File: src/rtl/cpu_defs.sv
// Shared RV32M definitions: funct3 encodings, the M-extension funct7 selector
// and the multiply/divide unit state encoding.
package cpu_defs;

   localparam logic [6:0] FUNCT7_MULDIV = 7'b0000001;

   localparam logic [2:0] F3_MUL    = 3'b000;
   localparam logic [2:0] F3_MULH   = 3'b001;
   localparam logic [2:0] F3_MULHSU = 3'b010;
   localparam logic [2:0] F3_MULHU  = 3'b011;
   localparam logic [2:0] F3_DIV    = 3'b100;
   localparam logic [2:0] F3_DIVU   = 3'b101;
   localparam logic [2:0] F3_REM    = 3'b110;
   localparam logic [2:0] F3_REMU   = 3'b111;

   typedef enum logic [1:0] {
      ST_IDLE   = 2'd0,
      ST_CALC   = 2'd1,
      ST_FINISH = 2'd2
   } md_state_e;

endpackage

File: src/rtl/muldiv_unit.sv
// Iterative RV32M multiply/divide unit: shift-add multiply and restoring divide
// on operand magnitudes, with sign correction applied in the FINISH cycle.
//
//   state     | meaning
//   ----------+-------------------------------------------------------------
//   ST_IDLE   | waiting for i_start; o_busy low
//   ST_CALC   | one multiply/divide iteration per cycle, counter 0..31
//   ST_FINISH | sign correction, result registered, o_valid next cycle
module muldiv_unit
   import cpu_defs::*;
#(
   parameter int XLEN = 32
) (
   input  logic            i_clk,
   input  logic            i_rst_n,
   input  logic            i_start,
   input  logic            i_kill,
   input  logic [2:0]      i_funct3,
   input  logic [XLEN-1:0] i_in_a,
   input  logic [XLEN-1:0] i_in_b,
   output logic            o_busy,
   output logic            o_valid,
   output logic [XLEN-1:0] o_result
);

   localparam int CNT_W = $clog2(XLEN);
   localparam logic [XLEN-1:0] MIN_NEG = {1'b1, {(XLEN-1){1'b0}}};

   function automatic logic [XLEN-1:0] abs_val(input logic [XLEN-1:0] v, input logic neg);
      return neg ? (~v + 1'b1) : v;
   endfunction

   md_state_e         state_q, state_d;
   logic [2:0]        f3_q, f3_d;
   logic [XLEN-1:0]   a_q, a_d, b_q, b_d;
   logic [2*XLEN-1:0] acc_q, acc_d;
   logic [CNT_W-1:0]  cnt_q, cnt_d;
   logic              neg_q, neg_d, sa_q, sa_d, special_q, special_d;
   logic              valid_q, valid_d;
   logic [XLEN-1:0]   result_q, result_d;

   logic              sign_a_in, sign_b_in, neg_a_in, neg_b_in;
   logic [CNT_W-1:0]  bit_idx;
   logic [XLEN:0]     div_rs;
   logic              div_ge;
   logic [XLEN-1:0]   div_sub;
   logic [2*XLEN-1:0] mul_add, prod;
   logic [XLEN-1:0]   quot, rem, fin_result;

   assign sign_a_in = (i_funct3 != F3_MULHU) && (i_funct3 != F3_DIVU) && (i_funct3 != F3_REMU);
   assign sign_b_in = (i_funct3 == F3_MUL) || (i_funct3 == F3_MULH) ||
                      (i_funct3 == F3_DIV) || (i_funct3 == F3_REM);
   assign neg_a_in  = sign_a_in && i_in_a[XLEN-1];
   assign neg_b_in  = sign_b_in && i_in_b[XLEN-1];

   // Restoring divide: remainder lives in acc[63:32], quotient shifts into acc[31:0].
   assign bit_idx = CNT_W'(XLEN-1) - cnt_q;
   assign div_rs  = {acc_q[2*XLEN-1:XLEN], a_q[bit_idx]};
   assign div_ge  = div_rs >= {1'b0, b_q};
   assign div_sub = div_rs[XLEN-1:0] - b_q;
   assign mul_add = b_q[cnt_q] ? ({{XLEN{1'b0}}, a_q} << cnt_q) : '0;

   assign prod = neg_q ? (~acc_q + 1'b1) : acc_q;
   assign quot = abs_val(acc_q[XLEN-1:0], neg_q);
   assign rem  = abs_val(acc_q[2*XLEN-1:XLEN], sa_q);

   always_comb begin
      fin_result = '0;
      if (special_q) begin
         fin_result = acc_q[XLEN-1:0];
      end else begin
         case (f3_q)
            F3_MUL:                       fin_result = prod[XLEN-1:0];
            F3_MULH, F3_MULHSU, F3_MULHU: fin_result = prod[2*XLEN-1:XLEN];
            F3_DIV, F3_DIVU:              fin_result = quot;
            default:                      fin_result = rem;
         endcase
      end
   end

   always_comb begin
      state_d   = state_q;
      f3_d      = f3_q;
      a_d       = a_q;
      b_d       = b_q;
      acc_d     = acc_q;
      cnt_d     = cnt_q;
      neg_d     = neg_q;
      sa_d      = sa_q;
      special_d = special_q;
      valid_d   = 1'b0;
      result_d  = result_q;
      case (state_q)
         ST_IDLE: begin
            if (i_start && !i_kill) begin
               f3_d      = i_funct3;
               a_d       = abs_val(i_in_a, neg_a_in);
               b_d       = abs_val(i_in_b, neg_b_in);
               neg_d     = neg_a_in ^ neg_b_in;
               sa_d      = neg_a_in;
               acc_d     = '0;
               cnt_d     = '0;
               special_d = 1'b0;
               state_d   = ST_CALC;
               // Special divide results are parked in acc[31:0] and skip CALC.
               if (i_funct3[2] && (i_in_b == '0)) begin
                  special_d             = 1'b1;
                  acc_d[XLEN-1:0]       = i_funct3[1] ? i_in_a : '1;
                  state_d               = ST_FINISH;
               end else if ((i_funct3 == F3_DIV || i_funct3 == F3_REM) &&
                            (i_in_a == MIN_NEG) && (i_in_b == '1)) begin
                  special_d             = 1'b1;
                  acc_d[XLEN-1:0]       = i_funct3[1] ? '0 : MIN_NEG;
                  state_d               = ST_FINISH;
               end
            end
         end
         ST_CALC: begin
            if (f3_q[2]) begin
               acc_d = div_ge ? {div_sub, acc_q[XLEN-2:0], 1'b1}
                              : {div_rs[XLEN-1:0], acc_q[XLEN-2:0], 1'b0};
            end else begin
               acc_d = acc_q + mul_add;
            end
            cnt_d = cnt_q + 1'b1;
            if (cnt_q == CNT_W'(XLEN-1)) begin
               state_d = ST_FINISH;
            end
         end
         ST_FINISH: begin
            state_d  = ST_IDLE;
            valid_d  = 1'b1;
            result_d = fin_result;
         end
         default: state_d = ST_IDLE;
      endcase
      if (i_kill) begin
         state_d  = ST_IDLE;
         valid_d  = 1'b0;
         result_d = result_q;
      end
   end

   always_ff @(posedge i_clk or negedge i_rst_n) begin
      if (!i_rst_n) begin
         state_q <= ST_IDLE;
      end else begin
         state_q <= state_d;
      end
   end

   always_ff @(posedge i_clk or negedge i_rst_n) begin
      if (!i_rst_n) begin
         f3_q      <= '0;
         a_q       <= '0;
         b_q       <= '0;
         acc_q     <= '0;
         cnt_q     <= '0;
         neg_q     <= 1'b0;
         sa_q      <= 1'b0;
         special_q <= 1'b0;
         valid_q   <= 1'b0;
         result_q  <= '0;
      end else begin
         f3_q      <= f3_d;
         a_q       <= a_d;
         b_q       <= b_d;
         acc_q     <= acc_d;
         cnt_q     <= cnt_d;
         neg_q     <= neg_d;
         sa_q      <= sa_d;
         special_q <= special_d;
         valid_q   <= valid_d;
         result_q  <= result_d;
      end
   end

   assign o_busy   = (state_q != ST_IDLE);
   assign o_valid  = valid_q;
   assign o_result = result_q;

endmodule
File: config.mk
export PLATFORM = sky130hd
export DESIGN_NAME = muldiv_unit
export DESIGN_NICKNAME = d
export VERILOG_FILES = /design/src/rtl/cpu_defs.sv /design/src/rtl/muldiv_unit.sv
export SDC_FILE = /design/constraint.sdc
export NUM_CORES = 1
export LEC_CHECK = 0
export ABC_AREA = 0
export ABC_CLOCK_PERIOD_IN_PS = 14600
export CORE_ASPECT_RATIO = 0.6
export CORE_UTILIZATION = 65
export DETAILED_ROUTE_END_ITERATION = 12
export PLACE_DENSITY_LB_ADDON = 0.1
export SLEW_MARGIN = 25
export SYNTH_ARGS = -nofsm -noshare
export SYNTH_HDL_FRONTEND = slang
export SYNTH_SLANG_ARGS = --single-unit
File: constraint.sdc
create_clock -name i_clk -period 14.6 [get_ports i_clk]
set_input_delay 2.92 -clock i_clk [delete_from_list [all_inputs] [get_ports i_clk]]
set_output_delay 2.92 -clock i_clk [all_outputs]
set_load 0.02 [all_outputs]
==> impl_metrics.ini <==
[worst_setup_path]
cp_top_family = simple AND/OR/NAND/NOR gates
max_stage_delay_ns = 0.64
r2r_slack_ns = 7.63
endpoint_kind = flop
crit_chain = buf_4 > mux4_2 > mux4_2 > nand2b_1 > and2_0 > buf_4 > a211oi_1 > ha_1 > nand2_1 > nor4_1 > nand4_1 > a211oi_1 > nor3_1 > a2111oi_0 > buf_4 > nor2_1 > a211o_1 > xnor2_1 > a221o_1
endpoint = acc_q[59]
cp-startpoint = cnt_q[0]
crit_path_start_kind = flop
cp.arrival_ns = 7.35
worstSetupPathType = reg2reg
reg2reg_depth = 19
crit_required_ns = 14.98
cp_max_fo = 51
r2r-start = cnt_q[0]
cp_slowest_cell = mux4_2
crit_buf_inv = 3
reg2reg_to = acc_q[59]
worst_path_most_repeated_cell = buf_4
cp.depth = 19

[final_layout]
drive_gt1_share_pct = 6.18
final_common_cell = nand2_1
finalInstanceArea_um2 = 21100
area_growth_pct = 8.54
mostFrequentLayoutCells = nand2_1, o21ai_0, nor2_1
final_nets = 2719
instances_no_fill = 2958

[pwr]
p_sw_uw = 2370
clock_power_share_pct = 11.8
p_leak_uw = 0.00855
p_seq_share_pct = 22.2
sw_frac_of_total_pct = 54.8
p_int_uw = 1960
irDropWorstVdd_mv = 0.120
p_per_area_nw_per_um2 = 205
pwr-share-comb_pct = 66.0

[place]
dp_worst_setup_slack_ns = 7.89
port_buffers = 104
placedInstanceArea_um2 = 20500
dp_cells = 2925
gp_congestion = 1.08
place_hpwl_mm = 56.4

[timing]
finalHoldViolations = 0
layout_min_cycle_time_ns = 6.97
max_slew_margin_pct = 36.5
maxSlewViolCount = 0
finalSetupViolations = 0
period_share_pct = 47.7
fmax_mhz = 143
rsz0062_at_grt = no
worst_slack_ns = 7.63
tightest_slew_ns = 0.951
finalClockSkew_ns = 0.0129
fin_tns_setup_ns = 0
hold_slack_ns = 0.482

[cts]
cts_buffers = 17
h-tree-depth = 4
post-cts-setup-buffer-count = 0
cts_resized = 0
cts_root_buf = clkbuf_16
clock_latency_ns = 0.50
cts_tree = yes
path_clk_slew_ns = 0.08
clockBufferDepth = 2
ctsHoldBuffers = 0
cts_sinks = 174

[logic_synthesis]
synthFlopType = dfrtp_1
async_reset_ff_share_pct = 100
syn-num-nets = 2752
yosysTopAreaCell = dfrtp_1
synth_top_area_share_pct = 22.4
ys_seq_area_share_pct = 22.4
syn_area_um2 = 19500
synth-edff-count = 0
ys_top_cells_by_area = dfrtp_1, ha_1, o21ai_0
ys_warn_count = 0
postSynthCellCount = 2577
ys_seq_elements = 174
yosysUniqueCellTypes = 85
synth.avg_cell_area_um2 = 7.56

[floorplanning]
die_w_um = 226
rows = 48
core-area_um2 = 29100
start_util_pct = 66.9
io_pins = 105
dieArea_um2 = 30700
die_h_um = 136

[grt]
antenna_found_initial = 1
grt_pass1_vias = 19879
gr-total-overflow = 0
grt_pass1_wl_mm = 114
groute.usage.overall_pct = 49.1
grt_max_degree = 97

[outcome]
status = completed

[route]
vias_per_cell = 7.29
ant_nets = 0
drc = 0
wire_per_inst_um = 25.4
dr.pass1.iters = 7
vias = 21555
wl_mm = 75.1
first_iter_violations = 3941

[worst_hold_path]
hold_path_class = reg2reg

[job]
maxCapViolations = 0
-- worst min path at each step --
stage / from / to / slack (ns) / cells past startpoint
global placement: o_result[24] / o_result[24] / 0.46 / 2
CTS: o_result[1] / o_result[1] / 0.49 / 2
finish: o_result[11] / o_result[11] / 0.48 / 2
floorplan: a_q[29] / a_q[29] / 0.46 / 2
detailed placement: o_result[1] / o_result[1] / 0.47 / 2
global route: o_result[21] / o_result[21] / 0.51 / 2
-- cell families after synthesis --
| logic type | count (synthesis) | share of synthesized area [%] |
|---|---|---|
| muxes | 113 | 8.06 |
| DFF | 174 | 22.4 |
| adders and majority gates | 104 | 6.76 |
| buffers and inverters | 270 | 5.47 |
| AOI/OAI and AO/OA | 838 | 27.1 |
| xor gates and xnor gates | 217 | 9.76 |
| and+or+nand+nor | 861 | 20.5 |
-- tightest hold or removal path: cells and delay by family, from the launching register on --
family / cells / cell delay (ns)
AOI/OAI and AO/OA: 1 / 0.06
and+or+nand+nor: 1 / 0.04
DFF: 1 / 0.34
-- power groups by stage --
stage          Combinational (uW)  Sequential [uW]  Clock [uW]
4_1_cts                      2740              929         504
5_1_grt                      3050              965         523
3_3_place_gp                 2650              927           0
3_5_place_dp                 2710              937           0
6_report                     2860              964         510
2_1_floorplan                2140              731           0
-- area by class of cell --
cell class	instances	area, um2
multi-input cells	2133	14100
repair buffers	132	1260
well taps	400	500
diodes	1	2.50
clock buffers	17	425
inverters	86	323
flip-flops and latches	174	4360
fillers	2250	7980
clock inverters	15	195
-- through the flow --
stage | util, % | power [uW]
after floorplan | - | 2870
after global placement | 70.4 | 3580
after detailed placement | 70.4 | 3640
after CTS | 72.6 | 4170
after global routing | 72.6 | 4540
final | 72.6 | 4330
-- synthesized netlist by cell type, types with 8 or more instances --
library cell and instances:
a22oi_1 16, o22ai_1 14, nand4_1 40, nor2_1 236, a211oi_1 37, xor2_1 89, ha_1 102, a31oi_1 34
buf_2 15, a221o_1 8, a21oi_1 205, o31ai_1 37, nand2b_1 19, nor2b_1 17, o211ai_1 15, or3_1 15
a21o_1 50, nor4_1 20, and2_1 13, a221oi_1 16, mux2i_1 50, clkbuf_1 149, o41ai_1 12, o21ai_0 255
nand2_1 316, nor3_1 45, o21bai_1 22, o21ai_1 14, inv_1 85, o221ai_1 20, nand3_1 58, xnor2_1 128
mux4_2 32, or4_1 13, o21a_1 10, dfrtp_1 174, mux2_2 31, buf_1 15, and3_1 18
-- state kept, by name, summed over array words and instances (netlist names) --
register,count
sa_q,1
o_valid,1
state_q,2
a_q,32
b_q,32
special_q,1
cnt_q,5
f3_q,3
acc_q,64
o_result,32
neg_q,1
-- layer usage --
metal / GRT usage [%] / share of wire (%) / up-vias
met1: 65.0 / 38 / 10015
met2: 68.9 / 40 / 1813
met3: 20.4 / 17 / 376
met4: 23.7 / 5.5 / 0
li1: - / - / 9351
met5: 0.161 / 0 / -
(Power assumes the default switching activity.)
